[config.mk]
export PLATFORM = sky130hd
export DESIGN_NAME = store_buffer
export DESIGN_NICKNAME = d
export VERILOG_FILES = /design/src/rtl/store_buffer_pkg.sv /design/src/rtl/sb_forward_match.sv /design/src/rtl/store_buffer.sv
export SDC_FILE = /design/constraint.sdc
export NUM_CORES = 1
export LEC_CHECK = 0
export BUFFER_PORTS_ARGS = -buffer_cell sky130_fd_sc_hd__buf_2
export CAP_MARGIN = 10
export CORE_ASPECT_RATIO = 1.25
export CORE_MARGIN = 2
export CORE_UTILIZATION = 28
export DETAILED_ROUTE_END_ITERATION = 7
export GPL_TIMING_DRIVEN = 0
export PLACE_DENSITY = 0.43
export SLEW_MARGIN = 20
export SYNTH_ARGS = -nofsm -noshare
export SYNTH_HDL_FRONTEND = slang
export SYNTH_SLANG_ARGS = --single-unit
[constraint.sdc]
create_clock -name Clk -period 9.03 [get_ports Clk]
set_clock_uncertainty 0.2 [all_clocks]
set_input_delay 1.806 -clock Clk [delete_from_list [all_inputs] [get_ports Clk]]
set_output_delay 1.806 -clock Clk [all_outputs]
set_load 0.02 [all_outputs]
[src/rtl/store_buffer_pkg.sv]
// Shared types for the store buffer: default widths, the buffered entry
// layout and the drain controller states.
package store_buffer_pkg;

   localparam int SB_ADDR_W = 10;
   localparam int SB_DATA_W = 16;

   typedef struct packed {
      logic [SB_ADDR_W-1:0] addr;
      logic [SB_DATA_W-1:0] data;
   } sb_entry_t;

   typedef enum logic [1:0] {
      ST_IDLE  = 2'd0,
      ST_DRAIN = 2'd1,
      ST_FLUSH = 2'd2
   } sb_state_e;

endpackage

[src/rtl/sb_forward_match.sv]
// DEPTH-way address compare over the buffered stores with youngest-hit
// select; the youngest entry is the one just behind the tail pointer.
module sb_forward_match
   import store_buffer_pkg::*;
#(
   parameter int DEPTH = 4,
   parameter int PTR_W = $clog2(DEPTH)
) (
   input  sb_entry_t [DEPTH-1:0]     entries,
   input  logic      [DEPTH-1:0]     valid,
   input  logic      [PTR_W-1:0]     tail,
   input  logic      [SB_ADDR_W-1:0] addr,
   output logic                      hit,
   output logic      [SB_DATA_W-1:0] data
);

   logic [DEPTH-1:0] match;

   genvar i;
   generate
      for (i = 0; i < DEPTH; i++) begin : g_cmp
         assign match[i] = valid[i] & (entries[i].addr == addr);
      end
   endgenerate

   // Walk from oldest (tail-DEPTH) to youngest (tail-1); the last hit wins.
   always_comb begin
      logic [PTR_W-1:0] idx;
      hit  = 1'b0;
      data = '0;
      idx  = '0;
      for (int k = DEPTH; k >= 1; k--) begin
         idx = tail - PTR_W'(k);
         if (match[idx]) begin
            hit  = 1'b1;
            data = entries[idx].data;
         end
      end
   end

endmodule

[src/rtl/store_buffer.sv]
// Store buffer between the datapath MEM stage and data memory: queues stores,
// forwards loads from the youngest buffered match, and drains one store per
// cycle whenever a load miss is not using the memory port.
module store_buffer
   import store_buffer_pkg::*;
#(
   parameter int DEPTH  = 4,
   parameter int ADDR_W = SB_ADDR_W,
   parameter int DATA_W = SB_DATA_W
) (
   input  logic              Clk,
   input  logic              Rst,
   input  logic [ADDR_W-1:0] Cpu_Address,
   input  logic [DATA_W-1:0] Cpu_Write_Data,
   input  logic              Cpu_MemRead,
   input  logic              Cpu_MemWrite,
   output logic [DATA_W-1:0] Cpu_Read_Data,
   output logic              Stall,
   input  logic              Flush,
   output logic              Empty,
   output logic [ADDR_W-1:0] Mem_Address,
   output logic [DATA_W-1:0] Mem_Write_Data,
   output logic              Mem_MemRead,
   output logic              Mem_MemWrite,
   input  logic [DATA_W-1:0] Mem_Read_Data
);

   localparam int PTR_W = $clog2(DEPTH);

   logic [PTR_W-1:0]      head, tail;
   logic [PTR_W:0]        count, count_nxt;
   sb_entry_t [DEPTH-1:0] entries;
   logic [DEPTH-1:0]      valid;
   sb_state_e             state, state_nxt;

   logic              full, empty, push, pop;
   logic              load, load_hit, load_miss;
   logic              fwd_hit;
   logic [DATA_W-1:0] fwd_data;

   assign full  = (count == (PTR_W+1)'(DEPTH));
   assign empty = (count == '0);
   assign Empty = empty;

   // A draining flush refuses new stores so the buffer is guaranteed to empty.
   assign Stall = Cpu_MemWrite & (full | (state == ST_FLUSH));
   assign push  = Cpu_MemWrite & ~Stall;

   // Loads are suppressed while in reset so the memory port stays quiet.
   assign load      = Cpu_MemRead & ~Cpu_MemWrite & ~Rst;
   assign load_hit  = load & fwd_hit;
   assign load_miss = load & ~fwd_hit;
   assign pop       = ~empty & ~load_miss;

   assign count_nxt = count + (PTR_W+1)'(push) - (PTR_W+1)'(pop);

   always_comb begin
      logic [PTR_W-1:0] off;
      off   = '0;
      valid = '0;
      for (int i = 0; i < DEPTH; i++) begin
         off      = PTR_W'(i) - head;
         valid[i] = ({1'b0, off} < count);
      end
   end

   sb_forward_match #(
      .DEPTH (DEPTH),
      .PTR_W (PTR_W)
   ) u_fwd (
      .entries (entries),
      .valid   (valid),
      .tail    (tail),
      .addr    (Cpu_Address),
      .hit     (fwd_hit),
      .data    (fwd_data)
   );

   always_ff @(posedge Clk or posedge Rst) begin
      if (Rst) begin
         head  <= '0;
         tail  <= '0;
         count <= '0;
         state <= ST_IDLE;
      end else begin
         if (push) tail <= tail + PTR_W'(1);
         if (pop)  head <= head + PTR_W'(1);
         count <= count_nxt;
         state <= state_nxt;
      end
   end

   // Payload needs no reset; validity comes from the pointers and count.
   always_ff @(posedge Clk) begin
      if (push) begin
         entries[tail].addr <= Cpu_Address;
         entries[tail].data <= Cpu_Write_Data;
      end
   end

   always_comb begin
      state_nxt = state;
      unique case (state)
         ST_IDLE: begin
            if (Flush)     state_nxt = ST_FLUSH;
            else if (push) state_nxt = ST_DRAIN;
         end
         ST_DRAIN: begin
            if (Flush)                state_nxt = ST_FLUSH;
            else if (count_nxt == '0) state_nxt = ST_IDLE;
         end
         ST_FLUSH: begin
            if (empty) state_nxt = ST_IDLE;
         end
         default: state_nxt = ST_IDLE;
      endcase
   end

   assign Mem_MemRead    = load_miss;
   assign Mem_MemWrite   = pop;
   assign Mem_Address    = load_miss ? Cpu_Address : entries[head].addr;
   assign Mem_Write_Data = entries[head].data;

   always_comb begin
      Cpu_Read_Data = '0;
      if (load_hit)       Cpu_Read_Data = fwd_data;
      else if (load_miss) Cpu_Read_Data = Mem_Read_Data;
   end

endmodule

After elaboration in Yosys (flattened, before gate mapping)
Cells that the tools add are included.
{"block": "word_totals", "word_cells": 107, "regBits": 113, "output_inout_bits": 46}
{"block": "op_classes", "eq_ne": 10, "n_reduce_logical": 5, "mux": 41, "bitwise_logic": 18, "n_addsub": 11, "order_cmp": 10}
{"cell": "26-bit binary-select mux with 2-bit select", "count": 5}
{"cell": "104-bit bitwise mux", "count": 2}
{"cell": "16-bit two-way mux", "count": 11}
{"cell": "26-bit demux with 2-bit select", "count": 2}
{"cell": "26-bit two-way mux", "count": 2}
{"cell": "10-bit equality test", "count": 4}
{"cell": "2-bit by 3-bit less-than comparator with 1-bit output, second input constant", "count": 5}
{"cell": "2-bit by 3-bit less-than comparator with 1-bit output", "count": 4}
{"cell": "1-bit AND", "count": 11}
{"cell": "10-bit two-way mux", "count": 1}
{"cell": "2-bit two-way mux", "count": 5}
{"cell": "1-bit binary-select mux with 2-bit select", "count": 4}
{"cell": "1-bit two-way mux", "count": 8}
{"cell": "3-bit logical NOT", "count": 2}
{"cell": "3-bit != test, second input constant", "count": 2}
{"cell": "1-bit NOT", "count": 6}
{"cell": "2-bit one-hot mux with 3 select lines", "count": 1}
{"cell": "2-bit by 1-bit adder with 2-bit output, second input constant", "count": 2}
{"cell": "1-bit by 2-bit subtractor with 2-bit output, first input constant", "count": 2}
{"cell": "2-bit subtractor, first input constant", "count": 2}
{"cell": "2-bit subtractor, second input constant", "count": 2}
{"cell": "3-bit by 1-bit adder with 3-bit output", "count": 1}
{"cell": "3-bit equality test, second input constant", "count": 1}
{"cell": "3-bit AND reduction", "count": 1}
{"cell": "9 further kinds", "count": 9}

Depth between registers and ports, before layout
{"block": "logic_depth", "word_depth": 18, "depth_mapped": 22, "mapped_depth_nobuf": 18}

Modules after synthesis
A second synthesis with hierarchy kept.
{"block": "unflattened", "hier_cells": 705, "hier_area_um2": 8042.7}
{"module": "store_buffer", "n_inst": 1, "cells_each": 300, "seq_area_each_um2": 3348.2, "area_per_inst_um2": 5118.7}
{"module": "sb_forward_match", "n_inst": 1, "cells_each": 405, "seq_area_each_um2": 0.0, "area_per_inst_um2": 2924.1}

Worst setup path after synthesis
No wires, ideal clock.
{"block": "synth_path", "path_kind": "input to output", "from": "in Cpu_Address[3]", "to": "out Cpu_Read_Data[0]", "slack_ns": 3.038, "path_stages": 9, "t_arrival_ns": 3.986, "n_path_buf": 1, "path_cell_list": "buf_2 -> xor2_1 -> nor4_2 -> nand3_1 -> nor2_1 -> o21ai_0 -> mux4_2 -> o221a_2 -> o21ai_0"}
{"block": "synth_via", "elab_chain_len": 12}
{"item": "start: declaration", "line_no": "store_buffer.sv:13", "text": "input logic [ADDR_W-1:0] Cpu_Address,"}
{"item": "10-bit equality test", "line_no": "sb_forward_match.sv:22", "text": "assign match[i] = valid[i] & (entries[i].addr == addr);"}
{"item": "1-bit AND", "line_no": "sb_forward_match.sv:22"}
{"item": "1-bit binary-select mux with 2-bit select", "line_no": "sb_forward_match.sv:34", "text": "if (match[idx]) begin"}
{"item": "1-bit two-way mux (not written as such)", "line_no": "sb_forward_match.sv:34"}
{"item": "1-bit two-way mux (4 in a row)", "line_no": "sb_forward_match.sv:34"}
{"item": "1-bit NOT", "line_no": "store_buffer.sv:52", "text": "assign load_miss = load & ~fwd_hit;"}
{"item": "1-bit AND", "line_no": "store_buffer.sv:52"}
{"item": "16-bit two-way mux", "line_no": "store_buffer.sv:127", "text": "else if (load_miss) Cpu_Read_Data = Mem_Read_Data;"}
{"item": "16-bit two-way mux (*)", "line_no": "store_buffer.sv:126", "text": "if (load_hit) Cpu_Read_Data = fwd_data;"}
{"item": "end: declaration", "line_no": "store_buffer.sv:17", "text": "output logic [DATA_W-1:0] Cpu_Read_Data,"}
Every way passes the cells marked *; elsewhere a longest branch is shown, timed or not. The select of a mux whose other input is x is not followed.

Worst setup path in the final report
{"block": "layout_path", "from": "reg head[1]", "to": "out Cpu_Read_Data[8]"}
{"block": "layout_via", "elab_chain_len": 13}
{"item": "start: declaration", "line_no": "store_buffer.sv:30", "text": "logic [PTR_W-1:0] head, tail;"}
{"item": "start signal: assignment", "line_no": "store_buffer.sv:87", "text": "if (pop) head <= head + PTR_W'(1);"}
{"item": "1-bit by 2-bit subtractor with 2-bit output / 2-bit subtractor (equally long branches)", "line_no": "store_buffer.sv:62", "text": "off = PTR_W'(i) - head;"}
{"item": "2-bit by 3-bit less-than comparator with 1-bit output", "line_no": "store_buffer.sv:63", "text": "valid[i] = ({1'b0, off} < count);"}
{"item": "1-bit AND", "line_no": "sb_forward_match.sv:22"}
{"item": "1-bit binary-select mux with 2-bit select", "line_no": "sb_forward_match.sv:34"}
{"item": "1-bit two-way mux (not written as such)", "line_no": "sb_forward_match.sv:34"}
{"item": "1-bit two-way mux (4 in a row)", "line_no": "sb_forward_match.sv:34"}
{"item": "1-bit NOT", "line_no": "store_buffer.sv:52"}
{"item": "1-bit AND", "line_no": "store_buffer.sv:52"}
{"item": "16-bit two-way mux", "line_no": "store_buffer.sv:127"}
{"item": "16-bit two-way mux (*)", "line_no": "store_buffer.sv:126"}
Marked as above.

==> impl_metrics.env <==
export IMPL_n_fill_cell=2831
export IMPL_drv_slew=0
export IMPL_nNetsFinal=817
export IMPL_cts_path_max_buffers=2
export IMPL_avgViaCountPerCell=5.422
export IMPL_clock_fmax_mhz=125.7
export IMPL_port_buffers=92
export IMPL_antenna_found_initial=2
export IMPL_rsz0062_at_grt="no"
export IMPL_drc_errors=0
export IMPL_syn_num_nets=701
export IMPL_hold_violations=0
export IMPL_die_area_sq_mm=0.03000
export IMPL_holdBufCountCts=0
export IMPL_yosys_top_cells_area="edfxtp_1, mux4_2, mux2i_1"
export IMPL_grt_max_degree=17
export IMPL_cp_end_kind="primary output"
export IMPL_wl_per_cell_um=24.86
export IMPL_synth_top_area_share=0.3896
export IMPL_cap_violations=0
export IMPL_setup_viol=0
export IMPL_synth_area_sq_mm=0.008015
export IMPL_ant_nets=0
export IMPL_worst_pin_slew_ns=1.148
export IMPL_rows=69
export IMPL_syn_avg_cell_area_sq_um=12.47
export IMPL_grt_pass1_wl_um=41150
export IMPL_path_max_fanout=10
export IMPL_synth_cell_type_count=42
export IMPL_cp_required_ns=7.02
export IMPL_area_delta_synth_final_pct=20.11
export IMPL_cts_tree="done"
export IMPL_powerDensity_mw_per_mm2=313.0
export IMPL_netlist_instances=643
export IMPL_design_portCount=93
export IMPL_gp_congestion=0.8107
export IMPL_wirelength_um=27990
export IMPL_cts_resized=0
export IMPL_clk_pin_slew_ns=0.05
export IMPL_finalCritPeriodShare=0.8812
export IMPL_yosysTopAreaCell="edfxtp_1"
export IMPL_yosys_top_cells_count="edfxtp_1, and2_1, mux4_2"
export IMPL_critPathLaunchType="flop"
export IMPL_fp_dieH_um=193.2
export IMPL_synth_most_common_cell="edfxtp_1"
export IMPL_htreeDepth=4
export IMPL_cts_inserted_buffers=17
export IMPL_hpwl_um=19470
export IMPL_outcome="finished clean"
export IMPL_setup_tns_ns=0
export IMPL_fin_total_pwr_w=0.003013
export IMPL_vias=6105
export IMPL_peakVddDrop_mv=0.1471
export IMPL_seq_area_frac_synth=0.4177
export IMPL_worstPathArrival_ns=5.95
export IMPL_cts_sinks=113
export IMPL_grt_pass1_vias=6559
export IMPL_post_route_cells_drive_above_1_share=0.3191
export IMPL_core_sq_mm=0.02832
export IMPL_leakage_nw=3.480
export IMPL_clkLatencyLatePin_ns=0.42
export IMPL_grt_overflow=0
export IMPL_synthArstFlopShare=0.07965
export IMPL_synth_warnings=0
export IMPL_worstSetupPathType="reg -> out"
export IMPL_first_pass_iters=4
export IMPL_drt_iter0_drc=405
export IMPL_ys_seq_elements=113
export IMPL_hold_path_class="reg -> reg"
export IMPL_post_cts_setup_buffers=0
export IMPL_die_x_um=155.3
export IMPL_ys_flop_type="edfxtp_1"
export IMPL_layout_min_cycle_time_ns=7.957
export IMPL_initial_core_util=0.2831
export IMPL_synth_edf_count=104
export IMPL_grt_util_all_layers=0.1885
export IMPL_ff2ff_setup_slack_ns=2.53
export IMPL_relSlewSlack=0.2349
export IMPL_antenna_cells=0
export IMPL_clockRootBuffer="clkbuf_16"
## worst paths after layout
path	end	startpoint	cells after the start
worst max-delay path	Cpu_Read_Data[8]	head[1]$_DFFE_PP0P_	16
worst min-delay path	state[0]$_DFFE_PP0P_	state[1]$_DFFE_PP0P_	1
worst max register to register	state[0]$_DFFE_PP0P_	head[1]$_DFFE_PP0P_	22
worst min register to register	state[0]$_DFFE_PP0P_	state[1]$_DFFE_PP0P_	1
max in group asynchronous	tail[1]$_DFFE_PP0P_	Rst	2
min in group asynchronous	tail[0]$_DFFE_PP0P_	Rst	2
## cell families after synthesis
kind of cell,Yosys count,synth area share
AND/OR/NAND/NOR,165,0.1147
multiplexers,136,0.2702
flip-flops,113,0.4177
AO/OA/AOI/OAI,97,0.08742
buffers and inverters,75,0.04152
XOR/XNOR,46,0.05026
adder cells (fa/ha/maj),11,0.01811
## critical path, stage by stage, from the launching register on
cell      delay, ns
dfrtp_1        0.36
clkbuf_1       0.55
clkbuf_1       0.77
buf_1          0.71
inv_1          0.18
ha_1           0.35
a21oi_1        0.12
nor2_1         0.05
o21ai_1        0.25
nor2_1         0.13
nor4_1         0.43
and2_1         0.20
buf_2          0.33
clkbuf_1       0.60
a22oi_1        0.20
o21ai_1        0.11
buf_2          0.19
## stage by stage
stage                     worst slack (ns)  utilization  area (sq um)  std cells  hold slack [ns]
after floorplan                      3.038            -          8015        643           0.2303
after global placement               1.524       0.3150          8920       1090           0.2470
after detailed placement             1.511       0.3188          9027       1094           0.2587
after CTS                            1.012       0.3395          9614       1125           0.2662
after global routing                0.6935       0.3400          9627       1126           0.2973
final                                1.073       0.3400          9627       1126           0.2585
## flip-flops by register name, indices dropped and copies added, names as in the netlist
register  flops
tail          2
count         3
state         2
entries     104
head          2
## cell usage in the layout (no fill, tap or decap), types with 8 or more instances in the layout
cell type,instances
a221oi_1,8
a22oi_1,16
a2bb2oi_1,8
a31oi_1,16
and2_0,9
and2_1,66
buf_2,103
clkbuf_1,33
clkbuf_16,17
dfrtp_1,9
edfxtp_1,104
ha_1,10
inv_1,19
mux2_2,27
mux2i_1,48
mux4_2,59
nand2_1,12
nor2_1,34
nor3_1,20
o21ai_1,19
o22a_1,8
xnor2_1,11
xor2_1,35
## where the power goes
part	switching (W)	internal [W]	total (W)	leakage, nW
registers	0.0000553	0.000654	0.000709	1.06
logic	0.000937	0.000687	0.00162	2.14
clock network	0.000243	0.000437	0.000680	0.279
## area by class of cell
type,count,area [sq um],share of cell area
multi-input cells,455,4339,0.4507
flip-flops and latches,113,3348,0.3478
repair buffers,97,574.3,0.05966
clock buffers,20,446.7,0.04640
well taps,355,444.2,0.04614
plain buffers,56,262.8,0.02729
clock inverters,11,140.1,0.01456
inverters,19,71.32,0.007408
## metal layers
layer  track usage  vias up  part of all wire
met4       0.07092        2             0.029
met3       0.03733       53             0.057
li1              -     2708                 -
met5             0        -           0.00046
met2        0.3419      216              0.52
met1        0.2202     3126              0.39
Power figures use the tool's default switching activity.
